### config.mk
export PLATFORM = sky130hd
export DESIGN_NAME = display_mux_7seg
export DESIGN_NICKNAME = d
export VERILOG_FILES = /design/src/rtl/display_mux_7seg.sv
export SDC_FILE = /design/constraint.sdc
export NUM_CORES = 1
export LEC_CHECK = 0
export BUFFER_PORTS_ARGS = -buffer_cell sky130_fd_sc_hd__buf_4
export CORE_MARGIN = 10
export CORE_UTILIZATION = 25
export CTS_CLUSTER_DIAMETER = 100
export DETAILED_ROUTE_END_ITERATION = 8
export HOLD_SLACK_MARGIN = 0.06
export SKIP_CTS_REPAIR_TIMING = 1
export SYNTH_ARGS = -nofsm -noshare
export SYNTH_HDL_FRONTEND = slang
export SYNTH_SLANG_ARGS = --single-unit
export TNS_END_PERCENT = 5
### constraint.sdc
create_clock -name clk -period 3.7 [get_ports clk]
set_input_delay 0.37 -clock clk [delete_from_list [all_inputs] [get_ports clk]]
set_output_delay 0.37 -clock clk [all_outputs]
set_load 0.005 [all_outputs]
### src/rtl/display_mux_7seg.sv
`default_nettype none
// ============================================================================
//  Module      : display_mux_7seg
//  Description : Time-multiplexed 4-digit 7-segment driver. A prescaler
//                divides clk into a scan tick; one digit slot is shown per
//                tick. All four digits are snapshotted once per frame so a
//                digit update can never tear mid-scan.
//                Optional macro LZ_BLANK_EN enables leading-zero blanking,
//                evaluated on the snapshotted digits.
//  Revision    : 1.0 - initial release
// ============================================================================
module display_mux_7seg #(
    parameter int REFRESH_DIV  = 50000,  // clk cycles per digit slot (>=2)
    parameter int COMMON_ANODE = 1       // 1: sseg/an active-low, 0: active-high
) (
    input  logic       clk,
    input  logic       rst,              // asynchronous, active-low
    input  logic       en,
    input  logic [3:0] bcdunits,
    input  logic [3:0] bcdtens,
    input  logic [3:0] bcdcents,
    input  logic [3:0] bcdmils,
    output logic [6:0] sseg,
    output logic [3:0] an,
    output logic       frame_tick
);

    localparam int               CNT_W     = $clog2(REFRESH_DIV);
    localparam logic [CNT_W-1:0] c_cnt_max = CNT_W'(REFRESH_DIV - 1);
    localparam logic [CNT_W-1:0] c_cnt_one = CNT_W'(1);
    // XOR masks that turn active-high patterns into the board's drive level
    localparam logic [6:0]       c_seg_inv = {7{COMMON_ANODE != 0}};
    localparam logic [3:0]       c_an_inv  = {4{COMMON_ANODE != 0}};

    logic [CNT_W-1:0] r_cnt;
    logic [1:0]       r_idx;
    logic [3:0]       r_sh_units;
    logic [3:0]       r_sh_tens;
    logic [3:0]       r_sh_cents;
    logic [3:0]       r_sh_mils;
    logic [6:0]       r_sseg;
    logic [3:0]       r_an;
    logic             r_frame_tick;

    logic             w_tick;
    logic             w_frame;
    logic [1:0]       w_next_idx;
    logic [3:0]       w_digit;
    logic [3:0]       w_onehot;
    logic             w_blank;

    // Active-high gfedcba decode; 10-15 shown as a dash
    function automatic logic [6:0] f_decode(input logic [3:0] d);
        logic [6:0] seg;
        case (d)
            4'd0:    seg = 7'b0111111;
            4'd1:    seg = 7'b0000110;
            4'd2:    seg = 7'b1011011;
            4'd3:    seg = 7'b1001111;
            4'd4:    seg = 7'b1100110;
            4'd5:    seg = 7'b1101101;
            4'd6:    seg = 7'b1111101;
            4'd7:    seg = 7'b0000111;
            4'd8:    seg = 7'b1111111;
            4'd9:    seg = 7'b1101111;
            default: seg = 7'b1000000;
        endcase
        return seg;
    endfunction

    // en has priority: a disabled cycle never ticks, even at the count limit
    assign w_tick     = en && (r_cnt == c_cnt_max);
    assign w_frame    = w_tick && (r_idx == 2'd3);
    // idx 3 wraps to 0, so this is also the slot selected at a frame boundary
    assign w_next_idx = r_idx + 2'd1;
    assign w_onehot   = 4'b0001 << w_next_idx;

    // Digit for the upcoming slot; the frame's units slot uses the live input
    // because the snapshot is being taken on that very edge
    always_comb begin
        w_digit = bcdunits;
        if (!w_frame) begin
            case (w_next_idx)
                2'd0:    w_digit = r_sh_units;
                2'd1:    w_digit = r_sh_tens;
                2'd2:    w_digit = r_sh_cents;
                default: w_digit = r_sh_mils;
            endcase
        end
    end

    // Leading-zero blanking of the upcoming slot, judged on the snapshot
    always_comb begin
        w_blank = 1'b0;
`ifdef LZ_BLANK_EN
        case (w_next_idx)
            2'd3:    w_blank = (r_sh_mils == 4'd0);
            2'd2:    w_blank = (r_sh_mils == 4'd0) && (r_sh_cents == 4'd0);
            2'd1:    w_blank = (r_sh_mils == 4'd0) && (r_sh_cents == 4'd0)
                               && (r_sh_tens == 4'd0);
            default: w_blank = 1'b0;
        endcase
`endif
    end

    // Prescaler, slot index and once-per-frame digit snapshot
    always_ff @(posedge clk or negedge rst) begin
        if (!rst) begin
            r_cnt      <= '0;
            r_idx      <= 2'd3;
            r_sh_units <= 4'd0;
            r_sh_tens  <= 4'd0;
            r_sh_cents <= 4'd0;
            r_sh_mils  <= 4'd0;
        end else if (en) begin
            if (w_tick) begin
                r_cnt <= '0;
                r_idx <= w_next_idx;
                if (w_frame) begin
                    r_sh_units <= bcdunits;
                    r_sh_tens  <= bcdtens;
                    r_sh_cents <= bcdcents;
                    r_sh_mils  <= bcdmils;
                end
            end else begin
                r_cnt <= r_cnt + c_cnt_one;
            end
        end
    end

    // Registered segment/anode drive; dark while disabled, held between ticks
    always_ff @(posedge clk or negedge rst) begin
        if (!rst) begin
            r_sseg       <= c_seg_inv;
            r_an         <= c_an_inv;
            r_frame_tick <= 1'b0;
        end else begin
            r_frame_tick <= w_frame;
            if (!en) begin
                r_sseg <= c_seg_inv;
                r_an   <= c_an_inv;
            end else if (w_tick) begin
                r_sseg <= f_decode(w_digit) ^ c_seg_inv;
                r_an   <= w_blank ? c_an_inv : (w_onehot ^ c_an_inv);
            end
        end
    end

    assign sseg       = r_sseg;
    assign an         = r_an;
    assign frame_tick = r_frame_tick;

endmodule
`default_nettype wire

---- After elaboration in Yosys (flattened, before gate mapping) ----
Memory sizes are Yosys's and may differ from the RTL's.
Index checks and enable logic that the tools add are counted.
word-level totals
  memories kept ........................... 1
  memory bits (read-only) ................. 112
  register bits after elaboration ......... 46
  bits of input ports ..................... 19
  latch bits .............................. 0
  output and inout port bits .............. 12
  bits in writable memories ............... 0
operators by class
  bitwise gates (word level) .............. 2
  shift-type cells ........................ 1
  multipliers ............................. 0
  $add $sub $neg .......................... 2
  reductions and logical operators ........ 5
  muxes and demuxes ....................... 9
  eq/ne operators ......................... 5
  order comparisons ....................... 0
  divide/modulo/power cells ............... 0
memories
  name             words  width  rd ports  clocked after memory_dff  write ports  RTL line  RTL
  (no name shown)  16     7      1         0                         0            55        case (d)
operators by type and width
  cell                                                                    number
  7-bit two-way mux                                                       4
  16-bit by 1-bit adder with 16-bit output (second input constant)        1
  16-bit equality test (second input constant)                            1
  16-bit two-way mux                                                      1
  4-bit two-way mux                                                       3
  4-bit case mux with 3 select lines                                      1
  7-bit NOT                                                               1
  2-bit equality test (second input constant)                             2
  4-bit NOT                                                               1
  1-bit by 2-bit << shifter with 4-bit output (first input constant)      1
  3-bit AND reduction                                                     1
  2-bit by 1-bit adder with 2-bit output (second input constant)          1
  2-bit by 1-bit equality test with 1-bit output (second input constant)  1
  1-bit logical AND                                                       2
  2-bit zero test                                                         1
  2-bit by 1-bit != test with 1-bit output (second input constant)        1
  2-bit AND reduction                                                     1

---- Logic depth before layout (Yosys ltp) ----
An unclocked memory read counts as a cell.
  depth after elaboration ................. 10
  gate-level depth with buffers ........... 13
  gate-level depth less buffers ........... 12

---- Worst setup path before layout ----
No wires, ideal clock.
  path kind ............................... reg2reg
  start point ............................. reg r_cnt[0]
  end point ............................... reg r_sseg[4] (netlist: sseg[4])
  required time ........................... 3.622 ns
  setup slack ............................. 0.931 ns
  data arrival time ....................... 2.691 ns
  cell stages (with the launch flop) ...... 14
  path buffers ............................ 2
  period minus slack after synthesis ...... 2.769 ns
  cells stage by stage .................... dfrtp_1 -> ha_1 -> or4b_1 -> nor4_4 -> and2_2 -> buf_4 -> buf_4 -> nor2_1 -> a21oi_2 -> ha_1 -> inv_1 -> o211ai_1 -> o311ai_0 -> o22a_2
between the ends
  longest elaborated chain between the ends .. 10
  elaborated cells on any way between the ends .. 11
ends and longest elaborated chain
  element                     RTL line  RTL
  start: declaration          35        logic [CNT_W-1:0] r_cnt;
  start signal: assignment    126       r_cnt <= r_cnt + c_cnt_one;
  16-bit equality test *      72        assign w_tick = en && (r_cnt == c_cnt_max);
  1-bit logical AND *         72
  1-bit logical AND           73        assign w_frame = w_tick && (r_idx == 2'd3);
  4-bit two-way mux           82        if (!w_frame) begin
  memory read 16 x 7 bit      --
  7-bit two-way mux           142       end else if (w_tick) begin
  7-bit two-way mux           139       if (!en) begin
  7-bit NOT (no source line)  --
  7-bit two-way mux           142
  7-bit two-way mux           139
  end signal: assignment      134       r_sseg <= c_seg_inv;
  end signal: assignment      140       r_sseg <= c_seg_inv;
  end signal: assignment      143       r_sseg <= f_decode(w_digit) ^ c_seg_inv;
  end: declaration            41        logic [6:0] r_sseg;
Every way passes the cells marked *; elsewhere a longest branch is shown, timed or not. The select of a mux whose other input is x is not followed.
A chain may end at the register's enable or synchronous reset.

---- Final worst setup path ----
Same ends and word-level chain as after synthesis.

==> results summary <==
The die boundary width is around 120 µm. By startpoint and endpoint, the worst setup path is classified as reg2reg. The number of enable flip-flop cells after synthesis is 0. The total non-filler cell area in the finished layout came out at ~0.0029 mm². The logic depth of the worst setup path including buffers came out at 12.

On the critical path the largest part of the delay comes from simple AND/OR/NAND/NOR gates. The reg-to-reg setup timing slack is roughly 640 ps. The synthesized netlist contains 49 unique library cells. The signal on the critical path passes through ha_1, or4b_1, nor4_4, and2_2, nand2_1, o21ai_0, inv_1, ha_1, inv_1, nor2_1, o311ai_0, o22a_2. The detailed-routing iteration count for the pre-antenna-repair pass came out at 4.

The via density per instance came out at 4.48. The net count of the mapped netlist came out at approximately 280. The number of antenna violations at the first check in global routing is 0. The later pin in the worst-skew pair is clocked with a latency of ~310 ps. The transition at the pin with the smallest max-transition slack came out at 582 ps. The root cell of the clock tree is clkbuf_8. Sequential elements use roughly 48% of the synthesized area. The starting DRC count in detailed routing came out at 50. The synthesis warning total is 0. The cell count of the worst reg-to-reg path came out at 12. By area the synthesized netlist is led by dfrtp_1 (34%), dfstp_2 (14%), nand2_1 (8.0%). In the final layout, the share of cells above drive strength 1 is 24.7%.

Entering global routing, the biggest net connects 47 pins. The highest attainable clock frequency came out at around 330 MHz. The post-place instance area came out at 0.00277 mm².

The power per cell area is roughly 360 mW/mm². The number of failing setup endpoints in the final timing report came out at 0. The total die area came out at ~0.014 mm². The number of maximum-capacitance violations is 0. The worst hold path belongs to the class in2async. The repair_antennas step left the layout with diodes totalling 0. The starting utilization of the core area came out at between 20% and 30%. 31 I/O pins were placed. Setup repair after global routing left no endpoint under its margin. Of all flip-flops after synthesis, the portion carrying an async set or reset was between 90% and 100%. The post-synthesis cell count is 253. By count the netlist is led by nand2_1 (52), dfrtp_1 (33), nor2_1 (30). The number of nets still failing antenna checks after routing came out at 0. The sum of negative setup slack is 0 ps.

The first global-routing pass estimated around 9300 µm of wire. The maximum fanout along the worst path came out at 14. The via count came out at 1847.

The weighted congestion reported at the end of routability-driven placement is slightly below 0.8. The category of the worst setup path capture point is a register. The count of placed standard cells in the final layout, fillers left out is slightly above 400.

The delay of the slowest cell on the worst path came out at 520 ps. The area growth from synthesis to final layout came out at 18.6%. The post-detailed-route wirelength per cell came out at around 13 µm. The worst voltage drop across the vdd grid came out at ~0.16 mV. The number of H-tree levels is 2. The number of design rule violations left after detail routing came out at 0.

The number of sinks handled by clock tree synthesis came out at between 40 and 50. The aggregate global-route resource usage is under 10%. The worst setup margin is 642 ps. Data on the critical path is required at its endpoint by around 4000 ps.

The leakage power total came out at between 1 and 1.5 nW. The top cell type's share of synthesized area is about a third. The number of input and output port buffers inserted came out at 30.

STA classifies the critical path startpoint as a register. The flow ran to the end, and the final reports show no timing, DRC or antenna violations. The remaining max-slew budget at the tightest pin is 61.2%. The post-synthesis cell type with the largest combined area is dfrtp_1.

After filler insertion, the fill cell instance count of the layout stands at between 900 and 1000. The commonest register cell after synthesis is dfrtp_1. The HPWL after detailed placement is 4070 µm. The arrival time at the worst endpoint came out at approximately 3300 ps. The final routed wirelength across all metal layers is about 5400 µm. The number of global-route vias before repair is between 1500 and 2000. The sum of overflow across all layers after global routing is 0.

Among all cell types in the netlist, the one instantiated most often is nand2_1. The minimum clock period came out at 3060 ps. The slowest stage of the critical path belongs to the cell or4b_1. Clock tree synthesis inserted a total of 5 buffers. The share of the clock period used by the worst path after layout is 82.7%. The floorplan has 35 rows. At the placement stage, the worst setup path has a slack of ~630 ps. The clock-pin transition on the worst setup and hold timing paths came out at around 90 ps. At the end of the flow, the number of nets in the layout was 312. The total of flip-flops plus latches after synthesis is between 40 and 50.

The number of max-slew violations in the final report is 0. The placed instance count is 404. The floorplan step defined a core boundary enclosing just over 0.009 mm². The final count of hold timing violations was 0. The die height is between 100 and 150 µm. TritonCTS built the clock tree. The clock tree buffer depth came out at 2. Between clock sinks in the finished design, the worst skew comes to between 10 and 15 ps. The number of buffer and inverter stages on the critical path came out at 2. The synthesized area per cell came out at approximately 9.6 µm².

The area of the mapped netlist is 0.00242 mm².
placed cells by master, fill, tap and decap left out, drive strengths merged, types with 5 or more instances in the layout:
| master | n |
|---|---|
| dfrtp | 33 |
| clkbuf | 5 |
| dfstp | 13 |
| o211ai | 5 |
| nand3 | 8 |
| ha | 11 |
| nor2 | 30 |
| buf | 34 |
| xnor2 | 5 |
| xor2 | 10 |
| inv | 11 |
| o21ai | 7 |
| a21oi | 13 |
| nand2 | 52 |
stage by stage:
step / hold WS, ps / util, % / power, mW
floorplan: 74.4 / - / 0.616
global placement: 414 / 29.7 / 0.656
detailed placement: 420 / 29.7 / 0.658
CTS: 85.0 / 30.8 / 1.03
global route: 99.3 / 30.8 / 1.07
finish: 59.9 / 30.8 / 1.03
path summary, 6_finish.rpt:
check	from	endpoint
max	r_cnt[0]	sseg[4]
min	rst	r_sh_units[2]
max reg2reg	r_cnt[0]	sseg[4]
min reg2reg	r_sh_mils[2]	r_sh_mils[2]
max in group asynchronous	rst	frame_tick
min in group clk	bcdmils[2]	r_sh_mils[2]
flip-flops by register name (all words and copies together), names as in the netlist:
name        count
r_sh_cents      4
r_sh_units      4
an              4
frame_tick      1
r_sh_tens       4
r_idx           2
r_cnt          16
sseg            7
r_sh_mils       4
where the power goes:
part | internal, mW | switching, mW
Sequential | 0.528 | 0.0374
Combinational | 0.0397 | 0.0425
Clock | 0.199 | 0.179
cell type report:
class                           instances  area, µm²  share of cell area [%]
Clock buffer                            5       68.8                    2.39
Clock inverter                          3       40.0                    1.39
Inverter                               11       41.3                    1.44
Multi-Input combinational cell        184       1140                    39.7
Sequential cell                        46       1170                    40.6
Tap cell                              129        161                    5.61
Timing Repair Buffer                   34        255                    8.88
metal layers:
metal	vias to the layer above	global-route usage, %	wire length (µm)
met4	0	3.21	85
met2	33	12.5	2590
met3	9	1.86	179
met1	888	10.3	2590
met5	-	0	0
li1	917	-	-
worst reg2reg max path, stage by stage (launching register included):
cell,delay (ps)
dfrtp_1,420
ha_1,230
or4b_1,520
nor4_4,260
and2_2,340
nand2_1,100
o21ai_0,150
inv_1,150
ha_1,200
inv_1,80
nor2_1,50
o311ai_0,310
o22a_2,210
logic make-up (layout without fill, tap and decap cells):
group / after synthesis / after routing / synth area share (%)
multiplexers: 6 / 6 / 2.63
adder cells (fa/ha/maj): 11 / 11 / 5.68
AND/OR/NAND/NOR: 108 / 108 / 20.4
buffers and inverters: 23 / 53 / 4.80
XOR/XNOR: 15 / 15 / 5.42
AO/OA/AOI/OAI: 44 / 44 / 13.0
flip-flops: 46 / 46 / 48.1
No activity file was read; power rests on OpenSTA's default activity.
